==> config.mk <==
export PLATFORM = sky130hd
export DESIGN_NAME = add_seq_ctrl
export DESIGN_NICKNAME = d
export VERILOG_FILES = /design/src/rtl/add_seq_ctrl_pkg.sv /design/src/rtl/add_seq_ctrl_arb.sv /design/src/rtl/cla_17.sv /design/src/rtl/add_seq_ctrl.sv
export SDC_FILE = /design/constraint.sdc
export NUM_CORES = 1
export LEC_CHECK = 0
export CORE_ASPECT_RATIO = 1.25
export CORE_MARGIN = 2
export CORE_UTILIZATION = 46
export DETAILED_ROUTE_END_ITERATION = 8
export PLACE_DENSITY = 0.81
export SYNTH_ARGS = -nofsm -noshare
export SYNTH_HDL_FRONTEND = slang
export SYNTH_SLANG_ARGS = --single-unit
==> constraint.sdc <==
create_clock -name clk -period 13.3 [get_ports clk]
set_clock_uncertainty 0.15 [all_clocks]
set_input_delay 1.33 -clock clk [delete_from_list [all_inputs] [get_ports clk]]
set_output_delay 1.33 -clock clk [all_outputs]
set_load 0.02 [all_outputs]
==> src/rtl/add_seq_ctrl_pkg.sv <==
// Shared ALU package: adder width, sequencer FSM states and requester id type.
package add_seq_ctrl_pkg;

    localparam int CLA_W = 17;
    localparam int K_W   = 4;

    typedef enum logic [1:0] {
        ST_IDLE = 2'd0,
        ST_RUN  = 2'd1,
        ST_DONE = 2'd2
    } add_seq_state_t;

    typedef logic req_id_t;

endpackage

==> src/rtl/add_seq_ctrl_arb.sv <==
// Two-way round-robin arbiter with a registered last_grant (resets to 1).
module add_seq_rr_arb
    import add_seq_ctrl_pkg::*;
(
    input  logic       clk,
    input  logic       rst_n,
    input  logic [1:0] req,
    input  logic       accept,
    output logic [1:0] gnt,
    output req_id_t    gnt_id
);

    req_id_t last_grant_q;
    req_id_t last_grant_d;

    always_comb begin
        gnt_id       = 1'b0;
        gnt          = 2'b00;
        last_grant_d = last_grant_q;
        unique case (1'b1)
            (req == 2'b11): gnt_id = ~last_grant_q;
            (req == 2'b10): gnt_id = 1'b1;
            default:        gnt_id = 1'b0;
        endcase
        if (req != 2'b00) begin
            gnt = gnt_id ? 2'b10 : 2'b01;
        end
        if (accept) begin
            last_grant_d = gnt_id;
        end
    end

    always_ff @(posedge clk or negedge rst_n) begin
        if (!rst_n) begin
            last_grant_q <= 1'b1;
        end else begin
            last_grant_q <= last_grant_d;
        end
    end

endmodule

==> src/rtl/cla_17.sv <==
// 17-bit carry-lookahead adder; cout = {carry out, carry into bit 16, carry into bit 8}.
module cla_17
    import add_seq_ctrl_pkg::*;
(
    input  logic [CLA_W-1:0] op_a,
    input  logic [CLA_W-1:0] op_b,
    input  logic             cin,
    output logic [CLA_W-1:0] sum,
    output logic [2:0]       cout
);

    logic [CLA_W-1:0] g;
    logic [CLA_W-1:0] p;
    logic [CLA_W:0]   c;

    // Generate/propagate prefix; synthesis flattens this into lookahead terms.
    always_comb begin
        g    = op_a & op_b;
        p    = op_a ^ op_b;
        c    = '0;
        c[0] = cin;
        for (int i = 0; i < CLA_W; i++) begin
            c[i+1] = g[i] | (p[i] & c[i]);
        end
        sum  = p ^ c[CLA_W-1:0];
        cout = {c[CLA_W], c[CLA_W-1], c[8]};
    end

endmodule

==> src/rtl/add_seq_ctrl.sv <==
// Multi-precision add/sub sequencer sharing one cla_17 between two requesters.
// Subtraction support is built only when ADD_SEQ_SUB_EN is defined.
module add_seq_ctrl
    import add_seq_ctrl_pkg::*;
#(
    parameter int WORDS = 4
) (
    input  logic                   clk,
    input  logic                   rst_n,
    input  logic                   r0_valid,
    output logic                   r0_ready,
    input  logic [CLA_W*WORDS-1:0] r0_a,
    input  logic [CLA_W*WORDS-1:0] r0_b,
    input  logic                   r0_sub,
    input  logic                   r1_valid,
    output logic                   r1_ready,
    input  logic [CLA_W*WORDS-1:0] r1_a,
    input  logic [CLA_W*WORDS-1:0] r1_b,
    input  logic                   r1_sub,
    output logic                   rsp_valid,
    input  logic                   rsp_ready,
    output logic                   rsp_id,
    output logic [CLA_W*WORDS-1:0] rsp_sum,
    output logic                   rsp_carry,
    output logic                   rsp_ovf,
    output logic                   busy
);

    localparam int N = CLA_W * WORDS;

    add_seq_state_t state_q, state_d;
    logic [K_W-1:0] k_q, k_d;
    logic           carry_q, carry_d;
    logic [N-1:0]   a_q, a_d;
    logic [N-1:0]   b_q, b_d;
    logic [N-1:0]   res_q, res_d;
    req_id_t        id_q, id_d;
    logic           rc_q, rc_d;
    logic           ovf_q, ovf_d;

    logic [1:0]       req;
    logic [1:0]       gnt;
    req_id_t          gnt_id;
    logic             fire;
    logic             sel_sub;
    logic [N-1:0]     sel_a;
    logic [N-1:0]     sel_b;
    logic [CLA_W-1:0] op_a;
    logic [CLA_W-1:0] op_b;
    logic [CLA_W-1:0] sum;
    logic [2:0]       cout;
    logic             unused_cout0;

    assign req  = {r1_valid, r0_valid} & {2{state_q == ST_IDLE}};
    assign fire = |gnt;

    add_seq_rr_arb u_arb (
        .clk    (clk),
        .rst_n  (rst_n),
        .req    (req),
        .accept (fire),
        .gnt    (gnt),
        .gnt_id (gnt_id)
    );

    assign sel_a = gnt_id ? r1_a : r0_a;
    assign sel_b = gnt_id ? r1_b : r0_b;

`ifdef ADD_SEQ_SUB_EN
    assign sel_sub = gnt_id ? r1_sub : r0_sub;
`else
    logic unused_sub;
    assign unused_sub = r0_sub ^ r1_sub;
    assign sel_sub    = 1'b0;
`endif

    assign op_a = a_q[k_q*CLA_W +: CLA_W];
    assign op_b = b_q[k_q*CLA_W +: CLA_W];

    cla_17 u_cla (
        .op_a (op_a),
        .op_b (op_b),
        .cin  (carry_q),
        .sum  (sum),
        .cout (cout)
    );

    assign unused_cout0 = cout[0];

    always_comb begin
        state_d = state_q;
        k_d     = k_q;
        carry_d = carry_q;
        a_d     = a_q;
        b_d     = b_q;
        res_d   = res_q;
        id_d    = id_q;
        rc_d    = rc_q;
        ovf_d   = ovf_q;
        unique case (state_q)
            ST_IDLE: begin
                if (fire) begin
                    a_d     = sel_a;
`ifdef ADD_SEQ_SUB_EN
                    b_d     = sel_sub ? ~sel_b : sel_b;
`else
                    b_d     = sel_b;
`endif
                    carry_d = sel_sub;
                    id_d    = gnt_id;
                    k_d     = '0;
                    state_d = ST_RUN;
                end
            end
            ST_RUN: begin
                res_d[k_q*CLA_W +: CLA_W] = sum;
                carry_d = cout[2];
                k_d     = k_q + 1'b1;
                if (k_q == K_W'(WORDS - 1)) begin
                    rc_d    = cout[2];
                    ovf_d   = cout[2] ^ cout[1];
                    k_d     = '0;
                    state_d = ST_DONE;
                end
            end
            ST_DONE: begin
                if (rsp_ready) begin
                    state_d = ST_IDLE;
                end
            end
            default: state_d = ST_IDLE;
        endcase
    end

    always_ff @(posedge clk or negedge rst_n) begin
        if (!rst_n) begin
            state_q <= ST_IDLE;
            k_q     <= '0;
            carry_q <= 1'b0;
            a_q     <= '0;
            b_q     <= '0;
            res_q   <= '0;
            id_q    <= 1'b0;
            rc_q    <= 1'b0;
            ovf_q   <= 1'b0;
        end else begin
            state_q <= state_d;
            k_q     <= k_d;
            carry_q <= carry_d;
            a_q     <= a_d;
            b_q     <= b_d;
            res_q   <= res_d;
            id_q    <= id_d;
            rc_q    <= rc_d;
            ovf_q   <= ovf_d;
        end
    end

    assign r0_ready  = gnt[0];
    assign r1_ready  = gnt[1];
    assign rsp_valid = (state_q == ST_DONE);
    assign rsp_id    = id_q;
    assign rsp_sum   = res_q;
    assign rsp_carry = rc_q;
    assign rsp_ovf   = ovf_q;
    assign busy      = (state_q != ST_IDLE);

endmodule

==> flow_metrics.env <==
export IMPL_outcome="finished with violations"
export IMPL_violations="DRC"
export IMPL_muxShareOfSynthArea=0.117
export IMPL_finalCritPeriodShare=0.744
export IMPL_clkPwrFrac=0.163
export IMPL_final_antenna_net_count=0
export IMPL_synth_xor_area_share=0.00439
export IMPL_yosysSeqAreaShare=0.525
export IMPL_dpl_hpwl_um=24200
export IMPL_clk_latency_ps=500
export IMPL_switching_share=0.415
export IMPL_drc=8
export IMPL_p_leak_nw=6.53
export IMPL_synth_top_area_frac=0.522
export IMPL_synthAdderAreaFrac=0.0356
export IMPL_yosys_cell_count_top_type="dfrtp_1"
export IMPL_cp_slowest_stage_delay_ps=840
export IMPL_seqPwrFrac=0.312
export IMPL_r2r_cells=21
export IMPL_cp_top_family="adder cells"
export IMPL_dp_cells=1517
export IMPL_fp_row_count=61
export IMPL_synth_top_cells_by_area="dfrtp_1 52%, mux4_2 7.5%, a222oi_1 7.0%"
export IMPL_routedWlPerCell_um=21.7
export IMPL_first_global_vias=8926
export IMPL_setup_ws_ps=3410
export IMPL_r2r_start="k_q[0]"
export IMPL_crit_chain="mux4_2 > nand2_1 > fa_1 > fa_1 > fa_1 > fa_1 > fa_1 > fa_1 > fa_1 > fa_1 > fa_1 > fa_1 > fa_1 > fa_1 > fa_1 > fa_1 > fa_1 > fa_1 > inv_1 > fa_1 > mux2_2"
export IMPL_final_core_util=0.662
export IMPL_crit_start="k_q[0]"
export IMPL_comb_power_share=0.525
export IMPL_via_count=9083
export IMPL_layout_drive_gt1_share=0.0975
export IMPL_holdWs_ps=326
export IMPL_synth_edf_count=0
export IMPL_cts_buffers=22
export IMPL_areaGrowthSynthToFinish_pct=42.3
export IMPL_synth_warnings=0
export IMPL_worstMarginPinSlew_ps=1080
export IMPL_cts_sink_count=215
export IMPL_pin_count=354
export IMPL_cp_arrival_ps=10130
export IMPL_routabilityCongestion=0.874
export IMPL_p_sw_mw=1.56
export IMPL_path_buf_inv=1
export IMPL_nets=1556
export IMPL_setup_tns_ps=0
export IMPL_drv_slew=0
export IMPL_crit_fanout=21
export IMPL_critPathKind="flop to flop"
export IMPL_cpMostUsedCell="fa_1"
export IMPL_clk_pin_slew_ps=60
export IMPL_post_place_ws_ps=3330
export IMPL_cts_root_buffer="clkbuf_16"
export IMPL_synth_area_um2=10300
export IMPL_syn_num_nets=1247
export IMPL_first_pass_iters=9
export IMPL_synth_compound_area_share=0.157
export IMPL_die_area_um2=23500
export IMPL_crit_cells=21
export IMPL_synth_cell_types=41
export IMPL_htreeDepth=1
export IMPL_start_util=0.465
export IMPL_die_w_um=138
export IMPL_core_um2=22100
export IMPL_drt_initial_drc_count=1090
export IMPL_cts_tree="built"
export IMPL_die_h_um=171
export IMPL_avgSynthCellArea_um2=10.8
export IMPL_fmax_mhz=101
export IMPL_endpoint_kind="flop"
export IMPL_synth_seq_cells=215
export IMPL_synth_top_family_by_area="compound AO/OA/AOI/OAI gates"
export IMPL_post_cts_setup_buffer_count=0
export IMPL_synth_async_sr_flop_share=1.00
export IMPL_min_period_ps=9890
export IMPL_crit_required_ps=13540
export IMPL_hold_class="flop to flop"
export IMPL_viasPerCell=5.84
export IMPL_grt_use_total=0.286
export IMPL_wl_um=33800
export IMPL_globalRouteOverflowTotal=0
export IMPL_relSlewSlack=0.278
export IMPL_endpoint="rsp_sum[16]"
export IMPL_synth_simple_area_share=0.0974
export IMPL_antenna_found_initial=2
export IMPL_reg2reg_slack_ps=3410
export IMPL_vdd_drop_max_uv=184
export IMPL_cap_violations=0
export IMPL_yosysTopAreaCell="dfrtp_1"
export IMPL_cp_slowest_cell="dfrtp_2"
export IMPL_setup_violations=0
export IMPL_synthCells=949
export IMPL_stdcell_area_um2=14600
export IMPL_grt_pass1_wl_um=50800
export IMPL_port_buffer_count=351
export IMPL_p_int_mw=2.20
export IMPL_grt_max_degree=136
export IMPL_final_hold_viol_count=0
export IMPL_start_kind="flop"
export IMPL_p_per_area_nw_per_um2=258
export IMPL_cts_max_path_buffers=3
export IMPL_dpl_cell_area_um2=13900
export IMPL_synth_common_cells="214 x dfrtp_1, 134 x nand2_1, 84 x nor2_1"
export IMPL_fin_total_pwr_mw=3.77
export IMPL_timing_rr_end="rsp_sum[16]"
export IMPL_rsz0062_at_grt="no"
export IMPL_instances_no_fill=1556
export IMPL_cts_hold_buf=0
export IMPL_synth_flop_cell="dfrtp_1"
export IMPL_post_cts_resized=0
sequential cells by signal, summed over array words and instances (netlist names):
name and flops:
u_arb.last_grant_q 1, rsp_id 1, state_q 2, carry_q 1, rsp_carry 1, rsp_sum 68, a_q 68, rsp_ovf 1
k_q 4, b_q 68
worst min path at each step:
stage	startpoint	endpoint	slack, ps	depth (start not counted)
after floorplan	a_q[34]	a_q[34]	290	2
after CTS	rsp_id	rsp_id	330	1
after global placement	b_q[60]	b_q[60]	310	2
after global routing	a_q[37]	a_q[37]	340	2
after detailed placement	rsp_id	rsp_id	320	1
final	rsp_id	rsp_id	330	1
layout make-up:
class,instances,area (um^2)
clock buffer,34,657
clock inverter,4,50.0
antenna,1,2.50
sequential,215,5380
timing repair buffer,362,3600
tap,283,354
multi-input combinational,578,4250
fill,1699,7460
inverter,79,297
logic make-up after synthesis:
group / count (synthesis)
AOI/OAI and AO/OA: 244
and+or+nand+nor: 242
DFF: 215
buffers and inverters: 156
muxes: 70
adders and majority gates: 19
xor gates and xnor gates: 3
layout by cell type, fill, tap and decap left out, types with 7 or more instances in the layout:
master / synthesis / layout
o21ai_1: 13 / 12
clkbuf_16: 0 / 23
clkdlybuf4s50_1: 0 / 350
dfrtp_1: 214 / 212
buf_4: 3 / 11
inv_1: 79 / 79
a21oi_1: 65 / 65
clkbuf_1: 38 / 7
fa_1: 17 / 17
o21ai_0: 83 / 83
nand2_1: 134 / 134
a222oi_1: 72 / 72
mux4_2: 34 / 34
nor2_1: 84 / 83
mux2_2: 26 / 26
mux2_4: 9 / 9
power by group through the flow:
stage	combinational, mW	clock [mW]	sequential (mW)
6_report	1.98	0.613	1.17
5_1_grt	2.17	0.647	1.21
4_1_cts	1.98	0.621	1.17
3_5_place_dp	1.97	0	1.18
3_3_place_gp	1.91	0	1.17
2_1_floorplan	1.18	0	1.19
per-layer routing:
layer / GRT usage / share of wire / wire, um
met3: 0.0459 / 0.080 / 2700
met5: 0 / 0.00035 / 12
met2: 0.478 / 0.51 / 17100
met4: 0.114 / 0.045 / 1540
met1: 0.372 / 0.37 / 12500
No activity file was read; power rests on OpenSTA's default activity.
